### src/rtl/door_interlock_ctrl.sv
// rtl/door_interlock_ctrl.sv - multi-door open/close controller with airlock interlock
// Each door runs a Moore FSM; only one door may leave CLOSED at a time, granted round-robin.
module door_interlock_ctrl #(
  parameter int N_DOORS    = 2,
  parameter int TIMER_W    = 8,
  parameter int TIMEOUT    = 200,
  parameter int AUTO_CLOSE = 0
) (
  input  logic               clk,
  input  logic               reset,
  input  logic [N_DOORS-1:0] open_req,
  input  logic [N_DOORS-1:0] close_req,
  input  logic [N_DOORS-1:0] is_open,
  input  logic [N_DOORS-1:0] is_closed,
  input  logic [N_DOORS-1:0] fault_clr,
  output logic [N_DOORS-1:0] open_cmd,
  output logic [N_DOORS-1:0] close_cmd,
  output logic [N_DOORS-1:0] fault,
  output logic               busy
);

  localparam logic [2:0] S_CLOSED  = 3'd0;
  localparam logic [2:0] S_OPENING = 3'd1;
  localparam logic [2:0] S_OPEN    = 3'd2;
  localparam logic [2:0] S_CLOSING = 3'd3;
  localparam logic [2:0] S_FAULT   = 3'd4;

  localparam int PTR_W = (N_DOORS > 1) ? $clog2(N_DOORS) : 1;

  // Timer values at which the current cycle is the last one allowed in the state.
  localparam logic [TIMER_W-1:0] TO_LAST = TIMER_W'(TIMEOUT - 1);
  localparam logic [TIMER_W-1:0] AC_LAST = (AUTO_CLOSE == 0) ? '0 : TIMER_W'(AUTO_CLOSE - 1);
  localparam logic               AC_EN   = (AUTO_CLOSE != 0);

  logic [2:0]         r_state [N_DOORS];
  logic [TIMER_W-1:0] r_timer [N_DOORS];
  logic [PTR_W-1:0]   r_ptr;

  logic [2:0]         w_next [N_DOORS];
  logic [N_DOORS-1:0] w_closed;
  logic [N_DOORS-1:0] w_grant;
  logic               w_all_closed;
  logic               w_req_any;
  logic [PTR_W-1:0]   w_winner;
  logic [PTR_W-1:0]   w_idx;
  logic [PTR_W-1:0]   w_ptr_nxt;

  always_comb begin
    w_closed = '0;
    for (int i = 0; i < N_DOORS; i++) begin
      w_closed[i] = (r_state[i] == S_CLOSED);
    end
    w_all_closed = &w_closed;
  end

  // Scan from the far end toward the pointer so the nearest requester wins last.
  always_comb begin
    w_req_any = 1'b0;
    w_winner  = '0;
    w_idx     = '0;
    for (int k = N_DOORS - 1; k >= 0; k--) begin
      w_idx = PTR_W'((int'(r_ptr) + k) % N_DOORS);
      if (open_req[w_idx]) begin
        w_req_any = 1'b1;
        w_winner  = w_idx;
      end
    end
    w_grant = '0;
    if (w_all_closed && w_req_any) begin
      w_grant[w_winner] = 1'b1;
    end
    w_ptr_nxt = PTR_W'((int'(w_winner) + 1) % N_DOORS);
  end

  // Within each state the checks are ordered sensor > close_req > timer.
  always_comb begin
    for (int i = 0; i < N_DOORS; i++) begin
      w_next[i] = r_state[i];
      case (r_state[i])
        S_CLOSED: begin
          if (w_grant[i]) w_next[i] = S_OPENING;
        end
        S_OPENING: begin
          if (is_open[i] && !is_closed[i]) w_next[i] = S_OPEN;
          else if (close_req[i])           w_next[i] = S_CLOSING;
          else if (r_timer[i] == TO_LAST)  w_next[i] = S_FAULT;
        end
        S_OPEN: begin
          if (close_req[i])                          w_next[i] = S_CLOSING;
          else if (AC_EN && (r_timer[i] == AC_LAST)) w_next[i] = S_CLOSING;
        end
        S_CLOSING: begin
          if (is_closed[i] && !is_open[i]) w_next[i] = S_CLOSED;
          else if (r_timer[i] == TO_LAST)  w_next[i] = S_FAULT;
        end
        S_FAULT: begin
          if (fault_clr[i]) w_next[i] = S_CLOSING;
        end
        default: w_next[i] = S_CLOSED;
      endcase
    end
  end

  always_ff @(posedge clk or negedge reset) begin
    if (!reset) begin
      for (int i = 0; i < N_DOORS; i++) begin
        r_state[i] <= S_CLOSED;
        r_timer[i] <= '0;
      end
      r_ptr <= '0;
    end else begin
      for (int i = 0; i < N_DOORS; i++) begin
        r_state[i] <= w_next[i];
        if (w_next[i] != r_state[i]) begin
          r_timer[i] <= '0;
        end else if (r_timer[i] != '1) begin
          r_timer[i] <= r_timer[i] + 1'b1;
        end
      end
      if (|w_grant) begin
        r_ptr <= w_ptr_nxt;
      end
    end
  end

  always_comb begin
    open_cmd  = '0;
    close_cmd = '0;
    fault     = '0;
    for (int i = 0; i < N_DOORS; i++) begin
      open_cmd[i]  = (r_state[i] == S_OPENING);
      close_cmd[i] = (r_state[i] == S_CLOSING);
      fault[i]     = (r_state[i] == S_FAULT);
    end
    busy = ~w_all_closed;
  end

endmodule

### config.mk
export PLATFORM = sky130hd
export DESIGN_NAME = door_interlock_ctrl
export DESIGN_NICKNAME = d
export VERILOG_FILES = /design/src/rtl/door_interlock_ctrl.sv
export SDC_FILE = /design/constraint.sdc
export NUM_CORES = 1
export LEC_CHECK = 0
export CAP_MARGIN = 20
export CORE_ASPECT_RATIO = 1.75
export CORE_MARGIN = 4
export CORE_UTILIZATION = 30
export CTS_CLUSTER_DIAMETER = 200
export CTS_CLUSTER_SIZE = 40
export DETAILED_ROUTE_END_ITERATION = 10
export PLACE_DENSITY = 0.59
export SLEW_MARGIN = 15
export SYNTH_ARGS = -nofsm -noshare
export SYNTH_HDL_FRONTEND = slang
export SYNTH_SLANG_ARGS = --single-unit
### constraint.sdc
create_clock -name clk -period 2.85 [get_ports clk]
set_input_delay 0.57 -clock clk [delete_from_list [all_inputs] [get_ports clk]]
set_output_delay 0.57 -clock clk [all_outputs]
set_load 0.02 [all_outputs]
==> flow_summary.html, run 1 <==
<table>
<tr><th>Metric</th><th>Value</th></tr>
<tr><th colspan="2">Run status</th></tr>
<tr><td>Result of the run</td><td>finished, final reports clean</td></tr>
<tr><th colspan="2">Clock tree</th></tr>
<tr><td>Clock Tree Buf Depth</td><td>2</td></tr>
<tr><td>Number of hold buffers added after CTS</td><td>0</td></tr>
<tr><td>Clock latency reported for the late side of the worst-skew pair</td><td>0.26 ns</td></tr>
<tr><td>CTS Root Buffer Type</td><td>clkbuf_8</td></tr>
<tr><td>Number of setup buffers added after CTS</td><td>0</td></tr>
<tr><td>TritonCTS clock tree</td><td>built</td></tr>
<tr><td>Number of CTS-inserted buffers</td><td>3</td></tr>
<tr><td>Quantity of gates resized following cts</td><td>0</td></tr>
<tr><td>Sinks on the clock net</td><td>23</td></tr>
<tr><td>H-Tree Level Count</td><td>1</td></tr>
<tr><td>Clock transition at the registers of the reported paths</td><td>0.08 ns</td></tr>
<tr><th colspan="2">Pwr</th></tr>
<tr><td>Cell Pwr Density</td><td>722 nW/µm²</td></tr>
<tr><td>Post-layout total power</td><td>1290 µW</td></tr>
<tr><td>Leakage component of the power</td><td>0.000753 µW</td></tr>
<tr><td>Worst IR Drop VDD</td><td>0.000437 V</td></tr>
<tr><th colspan="2">Timing</th></tr>
<tr><td>Post-route clock period utilization</td><td>89.0%</td></tr>
<tr><td>Slew Limit Fails</td><td>0</td></tr>
<tr><td>Final worst clock skew</td><td>0.00532 ns</td></tr>
<tr><td>Worst-Margin Slew</td><td>0.473 ns</td></tr>
<tr><td>Highest attainable clock frequency</td><td>394 MHz</td></tr>
<tr><td>Final setup violating endpoints</td><td>0</td></tr>
<tr><td>Total count of hold-check failures in the final report</td><td>0</td></tr>
<tr><td>Fin Setup TNS</td><td>0 ns</td></tr>
<tr><td>Hold slack final</td><td>0.543 ns</td></tr>
<tr><td>Relative slew slack</td><td>68.5%</td></tr>
<tr><td>Unrepaired setup endpoints after global routing</td><td>no</td></tr>
<tr><td>Post-route minimum period</td><td>2.54 ns</td></tr>
<tr><th colspan="2">Logic synthesis</th></tr>
<tr><td>Synth unique cells</td><td>51</td></tr>
<tr><td>Nets in the synthesized netlist</td><td>175</td></tr>
<tr><td>Gate count after technology mapping</td><td>161</td></tr>
<tr><td>Ys flop type</td><td>dfrtp_1</td></tr>
<tr><td>Post-synthesis register bit count</td><td>23</td></tr>
<tr><td>Synth Cell Area</td><td>1520 µm²</td></tr>
<tr><td>Count of warnings emitted by yosys</td><td>0</td></tr>
<tr><td>Share of synthesized area occupied by flip-flops and latches</td><td>37.9%</td></tr>
<tr><td>Number of enable-type register cells in the synthesized netlist</td><td>0</td></tr>
<tr><td>Post-synthesis average cell area</td><td>9.44 µm²</td></tr>
<tr><td>Share of flip-flops with an asynchronous set or reset</td><td>100%</td></tr>
<tr><th colspan="2">Detailed routing</th></tr>
<tr><td>Via Count</td><td>1242</td></tr>
<tr><td>DR iter-0 viols</td><td>44</td></tr>
<tr><td>Wire length per cell</td><td>13.6 µm</td></tr>
<tr><td>DR pass1 iterations</td><td>4</td></tr>
<tr><td>Residual DRC count</td><td>0</td></tr>
<tr><td>Drt via density</td><td>5.33</td></tr>
<tr><td>Post-route ant nets</td><td>0</td></tr>
<tr><td>Total Wirelength</td><td>3160 µm</td></tr>
<tr><th colspan="2">Final layout</th></tr>
<tr><td>Leading cell type in the layout, fill and taps excluded</td><td>dfrtp_1</td></tr>
<tr><td>Final-layout fill cell count</td><td>520</td></tr>
<tr><td>Layout cells sized above 1</td><td>12.3%</td></tr>
<tr><td>Ant diodes</td><td>0</td></tr>
<tr><td>Area overhead of the layout relative to synthesis</td><td>17.8%</td></tr>
<tr><td>Final Net Count</td><td>194</td></tr>
<tr><td>Area used by multi-input combinational logic</td><td>900 µm²</td></tr>
<tr><td>Register cell area after layout</td><td>576 µm²</td></tr>
<tr><td>Most frequent cells in the layout</td><td>23 x dfrtp_1, 18 x clkdlybuf4s50_1, 14 x nor2_1</td></tr>
<tr><th colspan="2">Global route</th></tr>
<tr><td>Antenna violations before repair</td><td>0</td></tr>
<tr><td>Total track usage</td><td>10.9%</td></tr>
<tr><td>Global route overflow</td><td>0</td></tr>
<tr><td>Vias in the first global route</td><td>1185</td></tr>
<tr><td>Pin count of the biggest net entering global routing</td><td>24</td></tr>
<tr><td>Met2 capacity usage during global routing</td><td>20.7%</td></tr>
<tr><td>Met3 usage</td><td>0.759%</td></tr>
<tr><td>Met1 track demand over resource</td><td>11.5%</td></tr>
<tr><td>Top Usage Layer GRT</td><td>met2</td></tr>
<tr><td>Global-route wire length before repair</td><td>5290 µm</td></tr>
<tr><th colspan="2">Critical path</th></tr>
<tr><td>Crit path arrival time</td><td>1.97 ns</td></tr>
<tr><td>Cell with the biggest individual delay on the critical path</td><td>clkdlybuf4s50_1</td></tr>
<tr><td>Cell-by-cell listing of the critical path</td><td>inv_1 &gt; nor3_1 &gt; clkdlybuf4s50_1</td></tr>
<tr><td>Crit path largest cell delay</td><td>0.69 ns</td></tr>
<tr><td>Required time reported for the critical path endpoint</td><td>2.28 ns</td></tr>
<tr><td>CP Launch Type</td><td>register</td></tr>
<tr><td>Critical path start-end classification</td><td>register to primary output</td></tr>
<tr><td>Setup crit end kind</td><td>primary output</td></tr>
<tr><td>Peak fanout along the critical path</td><td>8</td></tr>
<tr><th colspan="2">Die</th></tr>
<tr><td>Count of boundary I/O pins</td><td>19</td></tr>
<tr><td>Core region area</td><td>4930 µm²</td></tr>
<tr><td>Row count</td><td>34</td></tr>
<tr><td>X dimension of the die</td><td>61.8 µm</td></tr>
<tr><td>Chip Height</td><td>102 µm</td></tr>
<tr><td>Total Die Area</td><td>6320 µm²</td></tr>
<tr><td>Initial standard-cell utilization of the core</td><td>30.8%</td></tr>
<tr><th colspan="2">Place</th></tr>
<tr><td>RD Place Congestion</td><td>0.822</td></tr>
<tr><td>Count of input and output buffers</td><td>18</td></tr>
<tr><td>Placed wire-length estimate</td><td>2430 µm</td></tr>
<tr><th colspan="2">Hold path</th></tr>
<tr><td>Worst min-delay path category</td><td>register to register</td></tr>
<tr><th colspan="2">Flow run</th></tr>
<tr><td>Max-cap violations</td><td>0</td></tr>
</table>
## kinds of logic (layout without fill, tap and decap cells)
logic type                 count (synthesis)  in the layout  synth area share (%)
AOI/OAI and AO/OA                         38             38                  19.3
xor gates and xnor gates                   4              4                  2.30
adders and majority gates                  2              2                  1.65
buffers and inverters                      9             27                  2.96
DFF                                       23             23                  37.9
muxes                                      4              4                  2.63
and+or+nand+nor                           81             81                  33.3
## area by class of cell
| class | count | share of cell area, % |
|---|---|---|
| clock buffers | 4 | 2.52 |
| flip-flops and latches | 23 | 32.1 |
| multi-input cells | 129 | 50.2 |
| inverters | 4 | 0.839 |
| repair buffers | 19 | 10.5 |
| well taps | 54 | 3.77 |
## per-layer routing
metal	vias to the layer above	wire, µm
li1	628	-
met1	594	1280
met2	15	1760
met3	5	58
met4	0	70
met5	-	0
## sequential cells by signal (all words and copies together), names as in the netlist
register	flops
r_state	6
r_ptr	1
r_timer	16
## cells in the mapped netlist, drive strengths merged, types with 3 or more instances
| master | count | area (µm²) |
|---|---|---|
| dfrtp | 23 | 576 |
| nor2 | 14 | 52.6 |
| o21ai | 11 | 66.3 |
| nand2b | 9 | 56.3 |
| nand3 | 9 | 45.0 |
| nor2b | 9 | 56.3 |
| and3 | 7 | 45.1 |
| nor3 | 7 | 35.0 |
| a21oi | 6 | 30.0 |
| nor3b | 5 | 47.5 |
| a21o | 4 | 31.3 |
| buf | 4 | 26.3 |
| inv | 4 | 15.0 |
| mux2i | 4 | 40.0 |
| nand4 | 4 | 31.3 |
| nor4 | 4 | 46.3 |
| and2 | 3 | 20.0 |
| nand2 | 3 | 11.3 |
| nand3b | 3 | 22.5 |
| o211ai | 3 | 27.5 |
## power by group
part | switching, µW | internal [µW] | total [µW] | leakage [µW]
clock network | 104 | 99.8 | 203 | 0.0000228
registers | 97.9 | 387 | 485 | 0.000307
logic | 328 | 278 | 605 | 0.000424
total | 529 | 764 | 1290 | 0.000753
## critical path: cells and delay by family, from the launching register on
| kind | cells | cell delay, ns |
|---|---|---|
| DFF | 1 | 0.50 |
| and+or+nand+nor | 1 | 0.38 |
| buffers and inverters | 2 | 0.83 |
## metrics by stage
| stage | utilization (%) | setup slack [ns] | cell area [µm²] | cells |
|---|---|---|---|---|
| 2_1_floorplan | - | 0.935 | 1520 | 161 |
| 3_5_place_dp | 35.4 | 0.418 | 1750 | 229 |
| 5_1_grt | 36.3 | 0.185 | 1790 | 233 |
| 4_1_cts | 36.3 | 0.267 | 1790 | 233 |
| 6_report | 36.3 | 0.314 | 1790 | 233 |
| 3_3_place_gp | 35.4 | 0.483 | 1750 | 229 |
## worst paths after layout
check	startpoint	slack [ns]	end	cells after the start
setup / recovery	r_state[5]$_DFF_PN0_	0.31	fault[0]	3
hold / removal	r_ptr$_DFFE_PN0P_	0.54	r_ptr$_DFFE_PN0P_	1
setup reg to reg	r_timer[0]$_DFFE_PN0P_	0.81	r_timer[6]$_DFFE_PN0P_	7
hold reg to reg	r_ptr$_DFFE_PN0P_	0.54	r_ptr$_DFFE_PN0P_	1
max in group asynchronous	reset	1.95	r_timer[1]$_DFFE_PN0P_	2
min in group asynchronous	reset	0.66	r_timer[14]$_DFFE_PN0P_	2
No activity file was read; power rests on OpenSTA's default activity.
==> run 2, diff against run 1 <==
--- a/config.mk
+++ b/config.mk
@@ -9,9 +9,11 @@
 export CORE_ASPECT_RATIO = 1.75
 export CORE_MARGIN = 4
 export CORE_UTILIZATION = 30
+export CTS_BUF_LIST = sky130_fd_sc_hd__clkbuf_8
 export CTS_CLUSTER_DIAMETER = 200
 export CTS_CLUSTER_SIZE = 40
 export DETAILED_ROUTE_END_ITERATION = 10
+export GPL_ROUTABILITY_DRIVEN = 0
 export PLACE_DENSITY = 0.59
 export SLEW_MARGIN = 15
 export SYNTH_ARGS = -nofsm -noshare
==> flow_summary.html, run 2 (synthesized netlist as in run 1, its figures left out) <==
<table>
<tr><th>Metric</th><th>Value</th></tr>
<tr><th colspan="2">Flow run</th></tr>
<tr><td>Max-cap violations</td><td>0 (unchanged)</td></tr>
<tr><th colspan="2">Final layout</th></tr>
<tr><td>Area used by multi-input combinational logic</td><td>900 µm² (unchanged)</td></tr>
<tr><td>Biggest register</td><td>r_timer</td></tr>
<tr><td>Register cell area after layout</td><td>576 µm² (unchanged)</td></tr>
<tr><td>Most frequent cells in the layout</td><td>23 x dfrtp_1, 18 x clkdlybuf4s50_1, 14 x nor2_1</td></tr>
<tr><td>Leading cell type in the layout, fill and taps excluded</td><td>dfrtp_1</td></tr>
<tr><td>Ant diodes</td><td>0 (unchanged)</td></tr>
<tr><td>Final-layout fill cell count</td><td>520 (unchanged)</td></tr>
<tr><td>Final Net Count</td><td>194 (unchanged)</td></tr>
<tr><td>Regs by FF count</td><td>r_timer x16, r_state x6, r_ptr x1</td></tr>
<tr><td>Area overhead of the layout relative to synthesis</td><td>17.8% (unchanged)</td></tr>
<tr><td>Layout cells sized above 1</td><td>12.3% (unchanged)</td></tr>
<tr><td>Max FFs per register</td><td>16 (unchanged)</td></tr>
<tr><th colspan="2">Detailed routing</th></tr>
<tr><td>DR iter-0 viols</td><td>44 (unchanged)</td></tr>
<tr><td>Drt via density</td><td>5.33 (unchanged)</td></tr>
<tr><td>DR pass1 iterations</td><td>4 (unchanged)</td></tr>
<tr><td>Via Count</td><td>1242 (unchanged)</td></tr>
<tr><td>Wire length per cell</td><td>13.6 µm (about the same)</td></tr>
<tr><td>Residual DRC count</td><td>0 (unchanged)</td></tr>
<tr><td>Total Wirelength</td><td>3160 µm (about the same)</td></tr>
<tr><td>Post-route ant nets</td><td>0 (unchanged)</td></tr>
<tr><th colspan="2">Timing</th></tr>
<tr><td>Post-route minimum period</td><td>2.54 ns (+0.000267 ns)</td></tr>
<tr><td>Unrepaired setup endpoints after global routing</td><td>no</td></tr>
<tr><td>Worst-Margin Slew</td><td>0.473 ns (-0.00000358 ns)</td></tr>
<tr><td>Relative slew slack</td><td>68.5% (about the same)</td></tr>
<tr><td>Slew Limit Fails</td><td>0 (unchanged)</td></tr>
<tr><td>Final worst clock skew</td><td>0.00557 ns (+0.000257 ns)</td></tr>
<tr><td>Total count of hold-check failures in the final report</td><td>0 (unchanged)</td></tr>
<tr><td>Hold slack final</td><td>0.543 ns (unchanged)</td></tr>
<tr><td>Slack of the critical path</td><td>0.314 ns (-0.000267 ns)</td></tr>
<tr><td>Post-route clock period utilization</td><td>89.0% (about the same)</td></tr>
<tr><td>Fin Setup TNS</td><td>0 ns (unchanged)</td></tr>
<tr><td>Final setup violating endpoints</td><td>0 (unchanged)</td></tr>
<tr><td>Highest attainable clock frequency</td><td>394 MHz (about the same)</td></tr>
<tr><th colspan="2">Global route</th></tr>
<tr><td>Global route overflow</td><td>0 (unchanged)</td></tr>
<tr><td>Global-route wire length before repair</td><td>5290 µm (unchanged)</td></tr>
<tr><td>Antenna violations before repair</td><td>0 (unchanged)</td></tr>
<tr><td>Vias in the first global route</td><td>1185 (unchanged)</td></tr>
<tr><td>Total track usage</td><td>10.9% (unchanged)</td></tr>
<tr><td>Pin count of the biggest net entering global routing</td><td>24 (unchanged)</td></tr>
<tr><th colspan="2">Critical path</th></tr>
<tr><td>Critical path start-end classification</td><td>register to primary output</td></tr>
<tr><td>Setup crit end kind</td><td>primary output</td></tr>
<tr><td>Peak fanout along the critical path</td><td>8 (unchanged)</td></tr>
<tr><td>Crit path arrival time</td><td>1.97 ns (about the same)</td></tr>
<tr><td>CP Launch Type</td><td>register</td></tr>
<tr><td>R2R Setup Slk</td><td>0.81 ns (about the same)</td></tr>
<tr><td>Required time reported for the critical path endpoint</td><td>2.28 ns (about the same)</td></tr>
<tr><th colspan="2">Pwr</th></tr>
<tr><td>Leakage component of the power</td><td>0.000758 µW (+0.55%)</td></tr>
<tr><td>Cell Pwr Density</td><td>721 nW/µm² (-0.22%)</td></tr>
<tr><td>Worst IR Drop VDD</td><td>0.000439 V (+0.39%)</td></tr>
<tr><th colspan="2">Clock tree</th></tr>
<tr><td>Number of hold buffers added after CTS</td><td>0 (unchanged)</td></tr>
<tr><td>H-Tree Level Count</td><td>1 (unchanged)</td></tr>
<tr><td>Clock transition at the registers of the reported paths</td><td>0.08 ns (about the same)</td></tr>
<tr><td>Clock Tree Buf Depth</td><td>2 (unchanged)</td></tr>
<tr><td>Number of setup buffers added after CTS</td><td>0 (unchanged)</td></tr>
<tr><td>Number of CTS-inserted buffers</td><td>3 (unchanged)</td></tr>
<tr><td>CTS Root Buffer Type</td><td>clkbuf_8</td></tr>
<tr><td>Sinks on the clock net</td><td>23 (unchanged)</td></tr>
<tr><td>TritonCTS clock tree</td><td>built</td></tr>
<tr><td>Clock latency reported for the late side of the worst-skew pair</td><td>0.26 ns (about the same)</td></tr>
<tr><td>Quantity of gates resized following cts</td><td>0 (unchanged)</td></tr>
<tr><th colspan="2">Place</th></tr>
<tr><td>Minimum setup slack after placement</td><td>0.418 ns (unchanged)</td></tr>
<tr><td>Placed wire-length estimate</td><td>2430 µm (unchanged)</td></tr>
<tr><td>Count of input and output buffers</td><td>18 (unchanged)</td></tr>
<tr><th colspan="2">Run status</th></tr>
<tr><td>Result of the run</td><td>finished, final reports clean</td></tr>
<tr><th colspan="2">Die</th></tr>
<tr><td>Row count</td><td>34 (unchanged)</td></tr>
<tr><td>Count of boundary I/O pins</td><td>19 (unchanged)</td></tr>
<tr><td>Core region area</td><td>4930 µm² (unchanged)</td></tr>
<tr><td>Chip Height</td><td>102 µm (unchanged)</td></tr>
<tr><td>X dimension of the die</td><td>61.8 µm (unchanged)</td></tr>
<tr><td>Total Die Area</td><td>6320 µm² (unchanged)</td></tr>
<tr><td>Initial standard-cell utilization of the core</td><td>30.8% (unchanged)</td></tr>
<tr><th colspan="2">Hold path</th></tr>
<tr><td>Worst min-delay path category</td><td>register to register</td></tr>
</table>
run 2: changes by cell type in the layout (fill, tap and decap cells not counted):
cell	change
inv_1	+1
clkbuf_1	-1
run 2: area by class of cell:
cell class	count	share of cell area (%)
clock buffer	3	2.31
sequential	23	32.1
clock inverter	1	0.210
inverter	4	0.839
tap	54	3.77
multi-input combinational	129	50.2
timing repair buffer	19	10.5
run 2: critical path, cell delays in order, from the launching register on:
cell             delay (ns)
dfrtp_1                0.50
inv_1                  0.14
nor3_1                 0.38
clkdlybuf4s50_1        0.69
run 2: metrics by stage:
step	cells	utilization (%)	cell area [µm²]	total power (µW)
after global placement	229	35.4	1750	1110
after global routing	233	36.3	1790	1400
after floorplan	161	-	1520	921
after detailed placement	229	35.4	1750	1110
after CTS	233	36.3	1790	1310
final	233	36.3	1790	1290
run 2: metal layers:
layer	global-route usage, %	vias to the layer above	routed length [µm]
li1	-	628	-
met1	11.5	594	1280
met2	20.7	15	1760
met3	0.759	5	58
met4	4.90	0	70
met5	0	-	0
run 2: worst paths after layout:
| kind | from | to | depth (start not counted) |
|---|---|---|---|
| worst max-delay path | r_state[5]$_DFF_PN0_ | fault[0] | 3 |
| worst min-delay path | r_ptr$_DFFE_PN0P_ | r_ptr$_DFFE_PN0P_ | 1 |
| min in group asynchronous | reset | r_timer[14]$_DFFE_PN0P_ | 2 |
| worst min register to register | r_ptr$_DFFE_PN0P_ | r_ptr$_DFFE_PN0P_ | 1 |
| max in group asynchronous | reset | r_timer[1]$_DFFE_PN0P_ | 2 |
| worst max register to register | r_timer[0]$_DFFE_PN0P_ | r_timer[6]$_DFFE_PN0P_ | 7 |
run 2: power by group:
group / switching [µW] / total, µW / internal, µW
sequential: 98.3 / 485 / 387
clock: 104 / 200 / 96.2
combinational: 328 / 605 / 278
total: 530 / 1290 / 761
==> run 3, diff against run 2 <==
--- a/config.mk
+++ b/config.mk
@@ -10,7 +10,7 @@
 export CORE_MARGIN = 4
 export CORE_UTILIZATION = 30
 export CTS_BUF_LIST = sky130_fd_sc_hd__clkbuf_8
-export CTS_CLUSTER_DIAMETER = 200
+export CTS_CLUSTER_DIAMETER = 50
 export CTS_CLUSTER_SIZE = 40
 export DETAILED_ROUTE_END_ITERATION = 10
 export GPL_ROUTABILITY_DRIVEN = 0
==> results of run 3 <==
The final DEF is identical to that of run 2; final timing and power are the same.
==> variant 1: new RTL, flow settings as in run 3 <==
Set the parameter `TIMER_W` to 10 (it was 8).
--- a/src/rtl/door_interlock_ctrl.sv
+++ b/src/rtl/door_interlock_ctrl.sv
@@ -2,7 +2,7 @@
 // Each door runs a Moore FSM; only one door may leave CLOSED at a time, granted round-robin.
 module door_interlock_ctrl #(
   parameter int N_DOORS    = 2,
-  parameter int TIMER_W    = 8,
+  parameter int TIMER_W    = 10,
   parameter int TIMEOUT    = 200,
   parameter int AUTO_CLOSE = 0
 ) (
Check against the original RTL: no difference found for any inputs over 10 cycles, from zero or initial values and one cycle with reset low; that may be too few to reach the edited logic, so the function may still have changed.
==> variant 1 against run 3 <==
- area after synthesis increased by 10%
- count of clock-buffer cells in the layout did not move
- sequential cell count rose by 4
- cell area up 11%
- setup slack worse by 0.089 ns
- combinational power rose by 16%
- total power increased by 15%
- wire length rose by 13%
- largest power group unchanged
==> variant 1: results (changes against run 3) <==
* Outcome: finished clean (unchanged)
- Delay of the slowest cell on the worst path: 0.58 ns (was 0.69 ns)
* Post-synthesis adder-cell area fraction: 1.49% (was 1.65%)
- The depth of the most critical reg-to-reg path is 6 (was 7).
- The setup slack after placement was 0.417 ns (was 0.418 ns).
- Main area contributors after synthesis: sky130_fd_sc_hd__dfrtp_1 (40%), sky130_fd_sc_hd__nor2_1 (4.9%), sky130_fd_sc_hd__nand3_1 (4.5%), sky130_fd_sc_hd__nor3_1 (3.9%), sky130_fd_sc_hd__nand2_1 (3.1%) (was sky130_fd_sc_hd__dfrtp_1 (38%), sky130_fd_sc_hd__nand2b_1 (3.7%), sky130_fd_sc_hd__nor2b_1 (3.7%), sky130_fd_sc_hd__nor2_1 (3.5%), sky130_fd_sc_hd__nand3_1 (3.0%)).
- Final routed wirelength across all metal layers: 3570 microns (was 3160 microns)
* First-pass GRT wire length: 6310 microns (was 5290 microns)
- Proportion of total power due to net switching: 40.9% (was 41.1%)
* Fraction of layout cells with a size suffix above 1: 10.3% (was 12.3%)
* Global Route met2 Usage: 21.3% (was 20.7%)
- The length of routed wiring on met1 came to 1440 microns (was 1280 microns).
- Vias in the first global route: 1407 (was 1185)
- The post-synthesis xor/xnor area fraction is 4.69% (was 2.30%).
* Slew headroom: 64.1% (was 68.5%)
- Portion of the post-synthesis area used by sequential elements: 40.2% (was 37.9%)
* Largest registers ranked by flip-flop count: r_timer: 20 flops, r_state: 6 flops, r_ptr: 1 flops (was r_timer: 16 flops, r_state: 6 flops, r_ptr: 1 flops)
* Post-DR vias/cell: 5.12 (was 5.33)
- The global routing usage on met3 came to 1.57% (was 0.759%).
- The amount of wire on met2 after detailed routing came to 2000 microns (was 1760 microns).
* Mux contribution to synthesized area: 2.61% (was 2.63%)
- Maximum clock skew at final layout: 0.00823 ns (was 0.00557 ns)
- The post-synth net total was 197 (was 175).
* Maximum number of pins on one net before global-route repair: 28 (was 24)
- The overall routing resource usage came to 11.3% (was 10.9%).
* Max IR drop VDD: 0.000182 V (was 0.000439 V)
- The number of standard cells after synthesis came to 183 (was 161).
- Count of placed standard cells including taps: 274 (was 229)
## variant 1: path summary, 6_finish.rpt
path	endpoint	slack, ns
max in group asynchronous	r_timer[4]$_DFFE_PN0P_	1.91
min	r_ptr$_DFFE_PN0P_	0.52
min reg2reg	r_ptr$_DFFE_PN0P_	0.52
max reg2reg	r_timer[12]$_DFFE_PN0P_	0.48
min in group asynchronous	r_timer[7]$_DFFE_PN0P_	0.66
max	busy	0.23
## variant 1: layout make-up
cell class              count  area [sq um]
clock buffers               3          41.3
inverters                   5          18.8
well taps                  74          92.6
repair buffers             22           210
fillers                   561          3350
multi-input cells         146           950
flip-flops and latches     27           676
clock inverters             1          5.00
## variant 1: power groups by stage
stage / combinational [W] / sequential [W] / clock [W]
4_1_cts: 0.000713 / 0.000563 / 0.000235
6_report: 0.000700 / 0.000563 / 0.000221
3_3_place_gp: 0.000700 / 0.000569 / 0
2_1_floorplan: 0.000555 / 0.000510 / 0
5_1_grt: 0.000780 / 0.000578 / 0.000244
3_5_place_dp: 0.000711 / 0.000572 / 0
## variant 1: kinds of logic (layout without fill, tap and decap cells)
family | Yosys count | count (layout)
fa+ha+maj | 2 | 2
mux | 4 | 4
flops | 27 | 27
simple gates | 100 | 100
xor+xnor | 9 | 9
compound gates | 31 | 31
buf+inv | 10 | 31
## variant 1: per-stage QoR
| step | power [W] | area [sq um] |
|---|---|---|
| finish | 0.00148 | 1990 |
| global route | 0.00160 | 1990 |
| CTS | 0.00151 | 1990 |
| detailed placement | 0.00128 | 1950 |
| global placement | 0.00127 | 1950 |
| floorplan | 0.00107 | 1680 |
==> variant 2: new RTL, settings of run 3 <==
Without the edit above. Add an input register stage for `open_req`, `close_req`, `is_open`, `is_closed` and `fault_clr`, without a reset; this delays them by one clock.
--- a/src/rtl/door_interlock_ctrl.sv
+++ b/src/rtl/door_interlock_ctrl.sv
@@ -32,6 +32,20 @@
   localparam logic [TIMER_W-1:0] AC_LAST = (AUTO_CLOSE == 0) ? '0 : TIMER_W'(AUTO_CLOSE - 1);
   localparam logic               AC_EN   = (AUTO_CLOSE != 0);
 
+  logic [N_DOORS-1:0] open_req_q;
+  logic [N_DOORS-1:0] close_req_q;
+  logic [N_DOORS-1:0] is_open_q;
+  logic [N_DOORS-1:0] is_closed_q;
+  logic [N_DOORS-1:0] fault_clr_q;
+
+  always_ff @(posedge clk) begin
+    open_req_q  <= open_req;
+    close_req_q <= close_req;
+    is_open_q   <= is_open;
+    is_closed_q <= is_closed;
+    fault_clr_q <= fault_clr;
+  end
+
   logic [2:0]         r_state [N_DOORS];
   logic [TIMER_W-1:0] r_timer [N_DOORS];
   logic [PTR_W-1:0]   r_ptr;
@@ -60,7 +74,7 @@
     w_idx     = '0;
     for (int k = N_DOORS - 1; k >= 0; k--) begin
       w_idx = PTR_W'((int'(r_ptr) + k) % N_DOORS);
-      if (open_req[w_idx]) begin
+      if (open_req_q[w_idx]) begin
         w_req_any = 1'b1;
         w_winner  = w_idx;
       end
@@ -81,20 +95,20 @@
           if (w_grant[i]) w_next[i] = S_OPENING;
         end
         S_OPENING: begin
-          if (is_open[i] && !is_closed[i]) w_next[i] = S_OPEN;
-          else if (close_req[i])           w_next[i] = S_CLOSING;
+          if (is_open_q[i] && !is_closed_q[i]) w_next[i] = S_OPEN;
+          else if (close_req_q[i])           w_next[i] = S_CLOSING;
           else if (r_timer[i] == TO_LAST)  w_next[i] = S_FAULT;
         end
         S_OPEN: begin
-          if (close_req[i])                          w_next[i] = S_CLOSING;
+          if (close_req_q[i])                          w_next[i] = S_CLOSING;
           else if (AC_EN && (r_timer[i] == AC_LAST)) w_next[i] = S_CLOSING;
         end
         S_CLOSING: begin
-          if (is_closed[i] && !is_open[i]) w_next[i] = S_CLOSED;
+          if (is_closed_q[i] && !is_open_q[i]) w_next[i] = S_CLOSED;
           else if (r_timer[i] == TO_LAST)  w_next[i] = S_FAULT;
         end
         S_FAULT: begin
-          if (fault_clr[i]) w_next[i] = S_CLOSING;
+          if (fault_clr_q[i]) w_next[i] = S_CLOSING;
         end
         default: w_next[i] = S_CLOSED;
       endcase
Formal check against the unedited RTL: not equivalent (a bounded check fails within 4 cycles, from zero or initial values and one cycle with reset low).
==> variant 2 against run 3 <==
- wire length grew 11%
- sequential cell count rose by 10
- sequential share of layout area up 4.6 points
- hold slack lost 0.037 ns
- total power rose by 33%
- cell area up 18%
- core utilization increased by 1.6 points
- fmax is 0.78% lower
- setup slack got worse by 0.020 ns
- first-iteration DRC count is 120% higher
- clock skew about the same
- area after synthesis up 15%
- synthesized cell count grew 8.7%
- sequential power grew 28%
==> variant 2: results (changes against run 3) <==
- Outcome: finished clean (unchanged).
- Delay of the slowest cell on the worst path: 0.53 ns (was 0.69 ns)
* Data arrival time of the critical path: 1.99 ns (was 1.97 ns)
* Post-route insts no fill: 275 (was 233)
- The post-synthesis xor/xnor area fraction is 1.51% (was 2.30%).
* Grt met3 use: 2.68% (was 0.759%)
- The clock skew is 0.00538 ns (was 0.00557 ns).
- Highest fanout seen on the critical path: 9 (was 8)
* Proportion of total power due to net switching: 37.4% (was 41.1%)
- The amount of wire on met2 after detailed routing was 2000 microns (was 1760 microns).
* Num CTS Buffers: 5 (was 3)
- The met1 global-route usage came to 10.4% (was 11.5%).
- The detail-routed via count per cell was 5.09 (was 5.33).
- The via count of the first global-routing pass is 1440 (was 1185).
- Slew at the pin closest to its max-slew limit: 0.362 ns (was 0.473 ns)
- Maximum level of the CTS H-tree: 2 (was 1)
* Post-synthesis adder-cell area fraction: 1.44% (was 1.65%)
- The number of instances in the placed design is 267 (was 229).
- The start point of the critical path is r_state[2]$_DFF_PN0_ (was r_state[5]$_DFF_PN0_).
* HPWL after detailed placement: 2710 microns (was 2430 microns)
* Compound-Gate Fraction of Synth Area: 23.1% (was 19.3%)
- Net count after synthesis: 189 (was 175)
* Initial detailed-routing violation count: 98 (was 44)
* Largest registers ranked by flip-flop count: r_timer: 16 flops, r_state: 6 flops (was r_timer: 16 flops, r_state: 6 flops, r_ptr: 1 flops)
- Combinational share of power: 41.1% (was 46.9%)
- Worst slack at placement: 0.477 ns (was 0.418 ns)
* Dominant delay contributor by cell family on the critical path: simple AND/OR/NAND/NOR gates (was buffers and inverters)
- Post-detailed-route wirelength per cell: 12.8 microns (was 13.6 microns)
- Source-to-sink clock delay at the later pin of the worst-skew pair: 0.28 ns (was 0.26 ns)
- The length of routed wiring on met1 came to 1310 microns (was 1280 microns).
-- variant 2: changes by cell type in the layout (fill, tap and decap cells not counted), moves of 3 or more --
| cell | run 3 | this run |
|---|---|---|
| sky130_fd_sc_hd__nand2_1 | 3 | 11 |
| sky130_fd_sc_hd__o21ai_2 | 3 | 0 |
| sky130_fd_sc_hd__a211oi_1 | 1 | 8 |
| sky130_fd_sc_hd__a31o_2 | 0 | 3 |
| sky130_fd_sc_hd__clkbuf_8 | 3 | 7 |
| sky130_fd_sc_hd__nor2b_1 | 9 | 5 |
| sky130_fd_sc_hd__nand3b_1 | 3 | 0 |
| sky130_fd_sc_hd__dfxtp_1 | 0 | 10 |
-- variant 2: final cells by class --
cell class	instances	area, sq um
well taps	76	95.1
inverters	7	26.3
clock inverters	1	5.00
repair buffers	19	188
clock buffers	7	96.3
multi-input cells	132	927
fillers	592	3470
flip-flops and latches	33	776
